$ cat src/rtl/prog_sequencer.sv
// Program sequencer: PC generation, runtime-writable branch LUT, req/done
// handshake and a saturating count of RUN cycles.
module prog_sequencer #(
  parameter int D        = 12,
  parameter int LW       = 3,
  parameter int END_ADDR = 128,
  parameter int CW       = 16
) (
  input  logic          clk_i,
  input  logic          reset_i,
  input  logic          req_i,
  input  logic          stall_i,
  input  logic [2:0]    branch_i,
  input  logic          cnd_i,
  input  logic [LW-1:0] lut_idx_i,
  input  logic [D-1:0]  rel_off_i,
  input  logic          lut_we_i,
  input  logic [LW-1:0] lut_waddr_i,
  input  logic [D-1:0]  lut_wdata_i,
  output logic [D-1:0]  prog_ctr_o,
  output logic          fetch_valid_o,
  output logic          running_o,
  output logic          done_o,
  output logic [CW-1:0] cycle_cnt_o
);

  typedef enum logic [1:0] {
    IDLE = 2'd0,
    RUN  = 2'd1,
    DONE = 2'd2
  } state_e;

  localparam logic [D-1:0]  EndPc  = D'(END_ADDR);
  localparam logic [CW-1:0] CntMax = {CW{1'b1}};

  state_e        state_q, state_d;
  logic [D-1:0]  pc_q, pc_d;
  logic [CW-1:0] cnt_q, cnt_d;
  logic [D-1:0]  lut_q [2**LW];
  logic [D-1:0]  next_pc;
  logic          lut_wr;

  // Branch target selection; the LUT read is combinational so a branch
  // resolves in the same cycle its index is presented.
  always_comb begin
    next_pc = pc_q + D'(1);
    unique case (branch_i)
      3'b001:  next_pc = lut_q[lut_idx_i];
      3'b010:  if (cnd_i) next_pc = lut_q[lut_idx_i];
      3'b011:  if (cnd_i) next_pc = pc_q + rel_off_i;
      default: next_pc = pc_q + D'(1);
    endcase
  end

  always_comb begin
    state_d = state_q;
    pc_d    = pc_q;
    cnt_d   = cnt_q;
    lut_wr  = 1'b0;
    unique case (state_q)
      IDLE: begin
        lut_wr = lut_we_i;
        if (req_i) begin
          state_d = RUN;
          pc_d    = '0;
          cnt_d   = '0;
        end
      end
      RUN: begin
        if (cnt_q != CntMax) cnt_d = cnt_q + CW'(1);
        // Stall outranks every branch mode, halt included.
        if (!stall_i) begin
          if (branch_i == 3'b100) begin
            state_d = DONE;
          end else begin
            pc_d = next_pc;
            if (next_pc == EndPc) state_d = DONE;
          end
        end
      end
      DONE: begin
        if (!req_i) state_d = IDLE;
      end
      default: state_d = IDLE;
    endcase
  end

  always_ff @(posedge clk_i) begin
    if (reset_i) begin
      state_q <= IDLE;
      pc_q    <= '0;
      cnt_q   <= '0;
    end else begin
      state_q <= state_d;
      pc_q    <= pc_d;
      cnt_q   <= cnt_d;
    end
  end

  always_ff @(posedge clk_i) begin
    if (reset_i) begin
      for (int i = 0; i < 2**LW; i++) lut_q[i] <= '0;
    end else if (lut_wr) begin
      lut_q[lut_waddr_i] <= lut_wdata_i;
    end
  end

  assign prog_ctr_o    = pc_q;
  assign running_o     = (state_q == RUN);
  assign fetch_valid_o = (state_q == RUN) && !stall_i;
  assign done_o        = (state_q == DONE);
  assign cycle_cnt_o   = cnt_q;

endmodule
$ cat config.mk
export PLATFORM = sky130hd
export DESIGN_NAME = prog_sequencer
export DESIGN_NICKNAME = d
export VERILOG_FILES = /design/src/rtl/prog_sequencer.sv
export SDC_FILE = /design/constraint.sdc
export NUM_CORES = 1
export LEC_CHECK = 0
export CORE_AREA = 2 2 134 136
export CTS_BUF_LIST = sky130_fd_sc_hd__clkbuf_16
export DETAILED_ROUTE_END_ITERATION = 8
export DIE_AREA = 0 0 136 138
export PLACE_DENSITY = 0.67
export SLEW_MARGIN = 20
export SYNTH_ARGS = -nofsm -noshare
export SYNTH_HDL_FRONTEND = slang
export SYNTH_SLANG_ARGS = --single-unit
$ cat constraint.sdc
create_clock -name clk_i -period 3.7 [get_ports clk_i]
set_clock_uncertainty 0.1 [all_clocks]
set_input_delay 0.74 -clock clk_i [delete_from_list [all_inputs] [get_ports clk_i]]
set_output_delay 0.74 -clock clk_i [all_outputs]
set_load 0.05 [all_outputs]
==> results_dict.tcl, run 1 <==
set metrics [dict create \
    synth_xor_area_frac 0.03351 \
    synthAdderAreaFrac 0.02835 \
    peakVddDrop_v 0.0003350 \
    path_buf_inv 2 \
    finalHoldViolCount 0 \
    max_slew_margin 0.5212 \
    cp-end-kind "flop" \
    status "complete, no violations" \
    die_area_mm2 0.01877 \
    total_power_uw 3706 \
    ys_warn_count 0 \
    cts.sinks 126 \
    fp.dieW_um 136 \
    timing.final.crit_share 0.9634 \
    wl_um 18640 \
    critPathMaxFanout 4 \
    async_flop_share 0 \
    drt_iter0_drc 431 \
    cts_made_buffers 17 \
    min-delay-path-class "reg2reg" \
    cts_tree "done" \
    max-clock-path-buffers 2 \
    fillers 1597 \
    synth-seq-area-share 0.5125 \
    p_leak_uw 0.003375 \
    area_delta_synth_final_pct 29.57 \
    grt_max_degree 27 \
    diodes 0 \
    final_util 0.5022 \
    synth_cell_types 61 \
    syn_area_per_cell_um2 11.40 \
    finalSetupTns_ps 0 \
    rows 49 \
    yosys.area_share.simple 0.2134 \
    final-setup-viol-count 0 \
    synth_top_family_by_area "simple AND/OR/NAND/NOR gates" \
    synth_top_cells_by_count "and2_1, edfxtp_1, nor2_1" \
    first_pass_iters 4 \
    synth_mux_area_frac 0.1005 \
    drtAntennaViolNets 0 \
    final_max_slew_viol_count 0 \
    start_util 0.3876 \
    synth_top_cell_area_share 0.4242 \
    path_cells "clkdlybuf4s50_1 > ha_1 > buf_4 > o21ai_0 > o21ai_0 > nand2_1 > xnor2_1 > o21ai_0 > nand4b_1 > or4_4 > a41o_1" \
    rsz0062_at_grt "false" \
    drc 0 \
    grt_pass1_vias 5386 \
    cp_data_required_time_ps 3910 \
    synth_compound_area_frac 0.08984 \
    wl_per_cell_um 19.30 \
    h-tree-depth 4 \
    cp_top_family "compound AO/OA/AOI/OAI gates" \
    synth_largest_area_cell "edfxtp_1" \
    grt_usage 0.2052 \
    reg2reg_setup_slack_ps 390 \
    ys_seq_elements 126 \
    fmax_mhz 280.5 \
    cts_root_buf "clkbuf_16" \
    hpwl_um 13010 \
    synth.area.top_cells "edfxtp_1, and2_1, dfxtp_1" \
    layout-drive-gt1-share 0.1750 \
    holdWs_ps 406.7 \
    io_pins 70 \
    grt_pass1_wl_um 29070 \
    critPathKind "in2reg" \
    holdBufCountCts 0 \
    powerDensity_mw_per_mm2 420.8 \
    clk_latency_ps 420 \
    arrival_ps 3780 \
    synth.most_common_cell "and2_1" \
    dr_total_vias 5288 \
    fin_nets 777 \
    startpoint_type "input pin" \
    grt_remaining_overflow 0 \
    portBuffers 69 \
    synth_edf_count 96 \
    netlist_area_mm2 0.006797 \
    worst_slew_pin_slew_ps 714.3 \
    drv_cap 0 \
    antenna_found_initial 0 \
    clk_pin_slew_ps 60 \
    crit_path_frequent_cell "o21ai_0" \
    gp_congestion 0.9092 \
    vias_per_cell 5.474 \
    period_needed_ps 3564 \
    slowest_delay_ps 540 \
    die_h_um 138 \
    crit_slowest_cell "or4_4" \
    core_area_mm2 0.01753 \
    dominantRegCellSynth "edfxtp_1" \
    syn_nets 649 \
    synth_cells 596 \
]
-- state kept, by name, summed over array words and instances (netlist names) --
signal       flops
cycle_cnt_o     16
lut_q           96
state_q          2
prog_ctr_o      12
-- stage by stage --
stage          instance area, µm²  std cells  setup slack (ps)
3_3_place_gp                 8132        931            -584.1
5_1_grt                      8806        966             25.11
3_5_place_dp                 8137        931            -629.8
6_report                     8806        966             135.5
4_1_cts                      8775        965            -2.482
2_1_floorplan                6797        596             41.59
-- area by class of cell --
type | count | area (µm²) | area share
clock buffer | 17 | 425.4 | 0.04831
clock inverter | 15 | 170.2 | 0.01932
inverter | 11 | 41.29 | 0.004689
multi-input combinational | 434 | 3211 | 0.3646
sequential | 126 | 3483 | 0.3956
tap | 229 | 286.5 | 0.03254
timing repair buffer | 134 | 1189 | 0.1350
-- metal layers --
layer,track usage,part of all wire
met5,0,0
met4,0.08553,0.028
met3,0.04290,0.050
met2,0.3481,0.50
met1,0.2526,0.42
-- final timing paths --
| path | startpoint | end | cells past startpoint |
|---|---|---|---|
| hold reg to reg | cycle_cnt_o[13]$_SDFFE_PP0P_ | cycle_cnt_o[13]$_SDFFE_PP0P_ | 2 |
| setup reg to reg | prog_ctr_o[0]$_SDFFE_PP0P_ | state_q[0]$_SDFFE_PP0P_ | 9 |
| setup / recovery | rel_off_i[2] | state_q[0]$_SDFFE_PP0P_ | 11 |
| hold / removal | cycle_cnt_o[13]$_SDFFE_PP0P_ | cycle_cnt_o[13]$_SDFFE_PP0P_ | 2 |
-- power by group --
| group | switching [µW] | internal (µW) |
|---|---|---|
| clock network | 629 | 1060 |
| registers | 22.3 | 1570 |
| logic | 235 | 192 |
-- repair_timing --
item	CTS	global route
gates resized for setup	9	8
setup endpoints to repair	2	2
pin swaps	7	6
setup buffers	2	1
-- placed cells by master, fill, tap and decap left out, types with 4 or more instances in the layout --
cell type,instances
a22oi_1,10
and2_1,98
a21oi_1,14
or3_1,4
mux2i_1,11
nand3_1,16
xnor2_1,14
edfxtp_1,96
nor3_1,13
or4_1,4
ha_1,12
a211oi_1,5
mux4_2,14
nand4_1,5
clkdlybuf4s50_1,65
buf_4,63
inv_6,4
xor2_1,12
o21ai_0,20
or2_2,9
dfxtp_1,30
and4_1,4
nand2b_1,8
o22ai_1,5
nand2_1,24
inv_1,12
mux4_1,9
clkbuf_16,17
nor2_1,61
nor2b_1,7
-- worst reg2reg max path, cell delays in order, from the launching register on --
cell and delay, ps:
dfxtp_1 310, ha_2 190, fa_1 460, a32oi_1 220, o21ai_1 90, a221o_1 280
or4_1 460, or3_4 340, or4_4 500, a41o_1 240
-- logic make-up after synthesis --
family / after synthesis
mux: 36
xor+xnor: 26
compound gates: 90
buf+inv: 36
simple gates: 267
fa+ha+maj: 15
flops: 126
Power figures use the tool's default switching activity.
==> run 2, diff against run 1 <==
--- a/config.mk
+++ b/config.mk
@@ -5,11 +5,12 @@
 export SDC_FILE = /design/constraint.sdc
 export NUM_CORES = 1
 export LEC_CHECK = 0
+export CAP_MARGIN = 20
 export CORE_AREA = 2 2 134 136
 export CTS_BUF_LIST = sky130_fd_sc_hd__clkbuf_16
 export DETAILED_ROUTE_END_ITERATION = 8
 export DIE_AREA = 0 0 136 138
-export PLACE_DENSITY = 0.67
+export PLACE_DENSITY = 0.65
 export SLEW_MARGIN = 20
 export SYNTH_ARGS = -nofsm -noshare
 export SYNTH_HDL_FRONTEND = slang
==> run 2 against run 1 <==
Against the previous run: cell count rose by 0.21%; utilization up 0.31 points; via count shrank 0.49%; sequential power hardly changed; count of clock-buffer cells in the layout unchanged; die area is the same; global-route usage shrank 0.22 points; non-clock buffer count is 3 higher; final area grew 0.61%; critical endpoint unchanged.
==> results_dict.tcl, run 2 (same netlist as run 1, synthesis figures left out) <==
set metrics [dict create \
    status "complete, no violations" \
    fin_nets 780 \
    layout-drive-gt1-share 0.1719 \
    critPathMaxFanout 13 \
    portBuffers 69 \
    rsz0062_at_grt "false" \
    final-setup-viol-count 0 \
    grt_usage 0.2030 \
    startpoint_type "input pin" \
    cts_root_buf "clkbuf_16" \
    cp-end-kind "flop" \
    drt_iter0_drc 401 \
    max-clock-path-buffers 2 \
    largest_register "lut_q" \
    gp_congestion 0.8879 \
    rows 49 \
    grt_pass1_vias 5260 \
    die_h_um 138 \
    hpwl_um 12800 \
    arrival_ps 3880 \
    period_needed_ps 3670 \
    grt_pass1_wl_um 28950 \
    max_slew_margin 0.5269 \
    clk_pin_slew_ps 60 \
    min-delay-path-class "reg2reg" \
    timing.final.crit_share 0.9919 \
    start_util 0.3876 \
    fp.dieW_um 136 \
    grt_remaining_overflow 0 \
    wl_per_cell_um 18.97 \
    post_cts_buffers 0 \
    finalSetupTns_ps 0 \
    final_max_slew_viol_count 0 \
    cts_made_buffers 17 \
    p_leak_uw 0.003378 \
    holdWs_ps 399.7 \
    cts_tree "done" \
    grt_max_degree 27 \
    fmax_mhz 272.5 \
    die_area_mm2 0.01877 \
    finalHoldViolCount 0 \
    peakVddDrop_v 0.0003494 \
    critPathKind "in2reg" \
    wl_um 18370 \
    diodes 0 \
    final_cell_mix "and2_1, edfxtp_1, clkdlybuf4s50_1" \
    dr_total_vias 5262 \
    final_common_cell "and2_1" \
    first_pass_iters 4 \
    drtAntennaViolNets 0 \
    vias_per_cell 5.436 \
    placed_cells 937 \
    stdcell_count 968 \
    holdBufCountCts 0 \
    drc 0 \
    worst_slew_pin_slew_ps 705.7 \
    powerDensity_mw_per_mm2 423.3 \
    core_area_mm2 0.01753 \
    antenna_found_initial 0 \
    clk_latency_ps 420 \
    io_pins 70 \
    drv_cap 0 \
    cts.sinks 126 \
    cp_data_required_time_ps 3910 \
    largest_reg_flops 96 \
    h-tree-depth 4 \
    area_delta_synth_final_pct 30.36 \
]
run 2: final cells by class:
type / instances / area [µm²]
flip-flops and latches: 126 / 3483
clock inverters: 14 / 177.7
repair buffers: 137 / 1236
well taps: 229 / 286.5
multi-input cells: 434 / 3209
fillers: 1577 / 8675
clock buffers: 17 / 425.4
inverters: 11 / 41.29
run 2: timing repair:
item,CTS,global route
cloned,0,0
setup endpoints to repair,2,2
pin swaps,9,0
resized for setup,8,2
run 2: routing by layer:
| layer | part of all wire | global-route usage | up-vias |
|---|---|---|---|
| met2 | 0.50 | 0.3383 | 169 |
| met5 | 0 | 0 | - |
| li1 | - | - | 2489 |
| met1 | 0.44 | 0.2680 | 2586 |
| met4 | 0.011 | 0.05757 | 0 |
| met3 | 0.048 | 0.04144 | 18 |
run 2: through the flow:
stage	area (µm²)	setup WS, ps	power [µW]	util
after floorplan	6797	41.59	1841	-
final	8860	29.80	3751	0.5053
after detailed placement	8219	-661.5	2043	0.4687
after global routing	8860	7.450	3878	0.5053
after CTS	8841	56.49	3769	0.5042
after global placement	8214	-561.1	2034	0.4685
run 2: worst max-delay path: stages:
cell and delay (ps):
clkdlybuf4s50_1 500, buf_12 160, mux4_1 320, mux2i_2 230
o22ai_1 120, o21bai_1 200, or4_1 530, or3_4 410
or4_4 440, a41o_1 220
run 2: final timing paths:
check / start / to / slack [ps] / depth (start not counted)
worst max register to register: prog_ctr_o[0]$_SDFFE_PP0P_ / state_q[0]$_SDFFE_PP0P_ / 350 / 9
worst min register to register: cycle_cnt_o[13]$_SDFFE_PP0P_ / cycle_cnt_o[13]$_SDFFE_PP0P_ / 400 / 2
worst min-delay path: cycle_cnt_o[13]$_SDFFE_PP0P_ / cycle_cnt_o[13]$_SDFFE_PP0P_ / 400 / 2
worst max-delay path: lut_idx_i[1] / state_q[0]$_SDFFE_PP0P_ / 30 / 10
run 2: power by group:
group / switching [µW] / leakage [µW] / internal, µW
logic: 232 / 0.00184 / 195
registers: 22.0 / 0.00124 / 1570
clock network: 618 / 0.000302 / 1110
total: 871 / 0.00338 / 2880
==> edit 1: new RTL, settings of run 2 <==
Remove the case item `3'b011` of the case on `branch_i`.
--- a/src/rtl/prog_sequencer.sv
+++ b/src/rtl/prog_sequencer.sv
@@ -47,7 +47,6 @@
     unique case (branch_i)
       3'b001:  next_pc = lut_q[lut_idx_i];
       3'b010:  if (cnd_i) next_pc = lut_q[lut_idx_i];
-      3'b011:  if (cnd_i) next_pc = pc_q + rel_off_i;
       default: next_pc = pc_q + D'(1);
     endcase
   end
Check against the original RTL: not equivalent (Yosys sat finds a counterexample within 4 cycles, from zero or initial values and one cycle with reset_i high).
==> edit 1 against run 2 <==
Area after synthesis shrank 11%. Register-to-register slack gained 0.62 ns. Sequential cell count is the same. Die area is the same. Cell count shrank 17%. Critical path type unchanged. Power shrank 9.4%. Largest cell class unchanged. Cell area shrank 15%. Count of clock-buffer cells in the layout is the same. Worst setup slack gained 0.37 ns. Routed wire length shrank 22%.
==> edit 1: results (changes against run 2) <==
Outcome
  – Run status: finished, final reports clean (unchanged)

Yosys
  – Number of cells produced by synthesis: 487 (was 596)
  – Synthesized net count: 529 (was 649)
  – Post-Synth Adder-Cell Area: 0.619% (was 2.84%)
  – Post-synthesis compound-gate area fraction: 5.12% (was 8.98%)
  – Portion of netlist area occupied by mux cells: 10.8% (was 10.1%)
  – Fraction of the yosys area taken by sequential cells: 57.5% (was 51.3%)

Pwr
  – Max IR drop VDD: 300 uV (was 349 uV)
  – Static Leak: 2.74 nW (was 3.38 nW)

Place
  – Placed Cells incl. Taps: 771 (was 937)
  – Last weighted congestion value of the routability-driven placer: 0.790 (was 0.888)
  – Final HPWL from detailed placement: 9.37 mm (was 12.8 mm)
  – Instance area at placement: 6990 um^2 (was 8220 um^2)

Finish
  – Share of final-layout standard cells stronger than drive strength 1: 13.1% (was 17.2%)
  – Number of nets in the final layout: 603 (was 780)

Global route
  – Via count of the first global-routing pass: 4113 (was 5260)
  – Wire length of the first global-routing pass: 22.6 mm (was 28.9 mm)

Critical path
  – Largest fanout on the critical path: 11 (was 13)
  – Reg-to-reg slack, setup: 0.97 ns (was 0.35 ns)
  – Launch instance of the worst register-to-register path: prog_ctr_o[3]$_SDFFE_PP0P_ (was prog_ctr_o[0]$_SDFFE_PP0P_)
  – Maximum cell stage delay along the critical path: 0.58 ns (was 0.53 ns)
  – Worst setup path startpoint: lut_idx_i[0] (was lut_idx_i[1])
  – Crit path max-delay cell type: sky130_fd_sc_hd__clkdlybuf4s50_1 (was sky130_fd_sc_hd__or4_1)
  – Worst Reg2Reg Path Length in Cells: 7 (was 9)

Drt
  – Avg Vias per Cell: 5.11 (was 5.44)
  – DR pass1 iterations: 5 (was 4)
  – Final wirelength: 14.4 mm (was 18.4 mm)

Clocking
  – Number of instances resized during post-cts repair: 0 (was 8)

Worst hold path
  – Worst Hold Endpoint: cycle_cnt_o[1]$_SDFFE_PP0P_ (was cycle_cnt_o[13]$_SDFFE_PP0P_)
edit 1: cell type report:
| type | count | area (um^2) | share of cell area [%] |
|---|---|---|---|
| tap | 229 | 287 | 3.81 |
| inverter | 4 | 15.0 | 0.200 |
| clock buffer | 17 | 425 | 5.66 |
| clock inverter | 15 | 108 | 1.43 |
| timing repair buffer | 78 | 753 | 10.0 |
| sequential | 126 | 3480 | 46.3 |
| multi-input combinational | 334 | 2450 | 32.6 |
edit 1: worst min-delay path: stages (launching register included):
cell and delay [ns]:
sky130_fd_sc_hd__dfxtp_1 0.34, sky130_fd_sc_hd__nand2b_1 0.08, sky130_fd_sc_hd__a21oi_1 0.06
edit 1: metrics by stage:
stage               hold slack, ns  setup TNS (ns)
floorplan                    0.479               0
global placement             0.388         -0.0372
detailed placement           0.411         -0.0523
CTS                          0.420               0
global route                 0.440               0
finish                       0.426               0
edit 1: cells by family after synthesis:
| logic type | Yosys count |
|---|---|
| buf+inv | 27 |
| fa+ha+maj | 3 |
| simple gates | 226 |
| compound gates | 47 |
| xor+xnor | 21 |
| flops | 126 |
| mux | 37 |
edit 1: how the worst max path moves through the flow:
stage | endpoint | slack [ns]
global placement | state_q[0]$_SDFFE_PP0P_ | -0.03
floorplan | state_q[0]$_SDFFE_PP0P_ | 0.88
detailed placement | state_q[0]$_SDFFE_PP0P_ | -0.04
finish | state_q[0]$_SDFFE_PP0P_ | 0.40
CTS | state_q[0]$_SDFFE_PP0P_ | 0.38
global route | state_q[0]$_SDFFE_PP0P_ | 0.27
edit 1: power by group:
part / switching, mW / leakage (nW) / internal, mW
Sequential: 0.0226 / 1.24 / 1.57
Clock: 0.598 / 0.257 / 0.904
Combinational: 0.177 / 1.24 / 0.126
edit 1: per-layer routing:
| layer | wire length (um) | part of all wire (%) | track usage, % |
|---|---|---|---|
| met1 | 6290 | 44 | 20.7 |
| met3 | 636 | 4.4 | 3.78 |
| met5 | 0 | 0 | 0 |
| met2 | 7240 | 50 | 26.2 |
| met4 | 210 | 1.5 | 5.92 |
==> edit 2: new RTL, flow settings as in run 2 <==
Without the edit above. Set the parameter `D` to 13 (it was 12).
--- a/src/rtl/prog_sequencer.sv
+++ b/src/rtl/prog_sequencer.sv
@@ -1,7 +1,7 @@
 // Program sequencer: PC generation, runtime-writable branch LUT, req/done
 // handshake and a saturating count of RUN cycles.
 module prog_sequencer #(
-  parameter int D        = 12,
+  parameter int D        = 13,
   parameter int LW       = 3,
   parameter int END_ADDR = 128,
   parameter int CW       = 16
Interface: changed (resized lut_wdata_i, prog_ctr_o and rel_off_i); port bits go from 70 to 73. The function was not compared with the original's and may differ.
==> edit 2 against run 2 <==
Sequential cell count grew 9. Sequential power grew 8%. Clock power decreased by 6%. Routed wire length grew 1.3%. Power fell by 0.40%. Worst setup slack gained 0.33 ns. Cell area increased by 0.76%. Area after synthesis increased by 7.1%. Critical path type unchanged. Critical endpoint unchanged. Largest power group is now sequential cells. Highest routed layer unchanged.
==> edit 2: results (changes against run 2) <==
Critical path
  – Reg-to-reg slack, setup: 0.58 ns (was 0.35 ns)
  – Largest fanout on the critical path: 2 (was 13)
  – Crit path max-delay cell type: sky130_fd_sc_hd__fa_1 (was sky130_fd_sc_hd__or4_1)
  – Arrival time at the worst endpoint: 3.56 ns (was 3.88 ns)

STA
  – Worst slew pin tran: 1.15 ns (was 0.706 ns)

Drt
  – DR pass1 iterations: 5 (was 4)
  – Routed wire length per instance: 19.6 um (was 19.0 um)
  – DR vias: 5312 (was 5262)

Place
  – PortBufs: 72 (was 69)
  – Final HPWL from detailed placement: 12.7 mm (was 12.8 mm)
  – Last weighted congestion value of the routability-driven placer: 0.900 (was 0.888)

Pwr
  – Static Leak: 3.29 nW (was 3.38 nW)
  – Max IR drop VDD: 318 uV (was 349 uV)
  – Cell-internal power: 2.79 mW (was 2.88 mW)

Yosys
  – Count of different cell masters after synthesis: 72 (was 61)
  – Largest cells by area after synthesis: sky130_fd_sc_hd__edfxtp_1 (43%), sky130_fd_sc_hd__and2_1 (9.4%), sky130_fd_sc_hd__dfxtp_1 (8.5%) (was sky130_fd_sc_hd__edfxtp_1 (42%), sky130_fd_sc_hd__and2_1 (9.0%), sky130_fd_sc_hd__dfxtp_1 (8.8%))
  – Number of synthesized flops with an enable pin: 104 (was 96)
  – Fraction of the yosys area taken by sequential cells: 51.5% (was 51.3%)
  – Synthesized net count: 678 (was 649)
  – Most instantiated cells after synthesis: sky130_fd_sc_hd__and2_1 (109), sky130_fd_sc_hd__edfxtp_1 (104), sky130_fd_sc_hd__nor2_1 (60) (was sky130_fd_sc_hd__and2_1 (98), sky130_fd_sc_hd__edfxtp_1 (96), sky130_fd_sc_hd__nor2_1 (61))

Finish
  – Share of final-layout standard cells stronger than drive strength 1: 13.1% (was 17.2%)
  – Number of nets in the final layout: 763 (was 780)
  – Final antenna diode count: 0 (unchanged)
  – Flip-flop count of the largest register, all copies and words added: 104 (was 96)
  – Total of fill cells in the finished design: 1569 (was 1577)

Clocking
  – Number of instances resized during post-cts repair: 0 (was 8)
  – Max Root-Sink Buffers: 2 (unchanged)

Global route
  – Wire length of the first global-routing pass: 29.1 mm (was 28.9 mm)
  – Aggregate global-route resource usage: 20.5% (was 20.3%)

Worst hold path
  – Kind of path behind the tightest hold check: reg2reg (unchanged)

Outcome
  – Run status: finished, final reports clean (unchanged)
[edit 2: cell types whose count changed after synthesis, sizes merged, moves of 4 or more]
cell and delta:
a21o +4, mux2 +4, edfxtp +8, and2 +11
a211oi -5, nand2 -5, a21oi +7, o21ai -12
and3 +4, or4 -4, mux2i -7, clkbuf +6
[edit 2: path summary, 6_finish.rpt]
| path | from | end | cells past startpoint |
|---|---|---|---|
| worst max-delay path | rel_off_i[0] | state_q[0]$_SDFFE_PP0P_ | 12 |
| worst min-delay path | cycle_cnt_o[9]$_SDFFE_PP0P_ | cycle_cnt_o[9]$_SDFFE_PP0P_ | 2 |
| worst max register to register | prog_ctr_o[0]$_SDFFE_PP0P_ | state_q[0]$_SDFFE_PP0P_ | 8 |
| worst min register to register | cycle_cnt_o[9]$_SDFFE_PP0P_ | cycle_cnt_o[9]$_SDFFE_PP0P_ | 2 |
[edit 2: logic make-up after synthesis]
kind of cell	count (synthesis)	synth area share, %
simple gates	274	21.0
flops	135	51.5
compound gates	92	9.22
buf+inv	42	2.46
mux	36	9.82
xor+xnor	28	3.37
fa+ha+maj	15	2.68
[edit 2: per-layer routing]
layer	vias to the layer above	routed length (um)	global-route usage, %
met5	-	0	0
met4	0	316	6.30
met3	28	987	4.00
met2	196	9310	34.5
met1	2595	8000	26.6
li1	2493	-	-
[edit 2: stage by stage]
step	hold slack, ns	cells	setup WS, ns	cell area, um^2	total power [mW]
final	0.452	949	0.356	8930	3.74
after global routing	0.484	949	0.233	8930	3.86
after CTS	0.452	949	0.384	8930	3.75
after detailed placement	0.438	917	-0.0438	8360	2.13
after global placement	0.415	917	-0.00170	8350	2.12
after floorplan	0.527	622	0.555	7280	1.97
[edit 2: final cells by class]
class | instances | area share, %
clock buffer | 17 | 4.77
clock inverter | 15 | 1.60
inverter | 12 | 0.505
multi-input combinational | 445 | 37.6
sequential | 135 | 41.9
tap | 229 | 3.21
timing repair buffer | 96 | 10.4
[edit 2: tightest hold or removal path, cell delays in order, from the launching register on]
cell	delay, ns
sky130_fd_sc_hd__dfxtp_1	0.36
sky130_fd_sc_hd__xor2_1	0.08
sky130_fd_sc_hd__nor2_1	0.08
[edit 2: power groups by stage]
stage                     clock network (mW)  registers (mW)  logic [mW]
after floorplan                            0            1.74       0.228
after global placement                     0            1.74       0.387
after detailed placement                   0            1.74       0.394
after CTS                               1.65            1.71       0.397
after global routing                    1.72            1.71       0.425
final                                   1.63            1.71       0.396
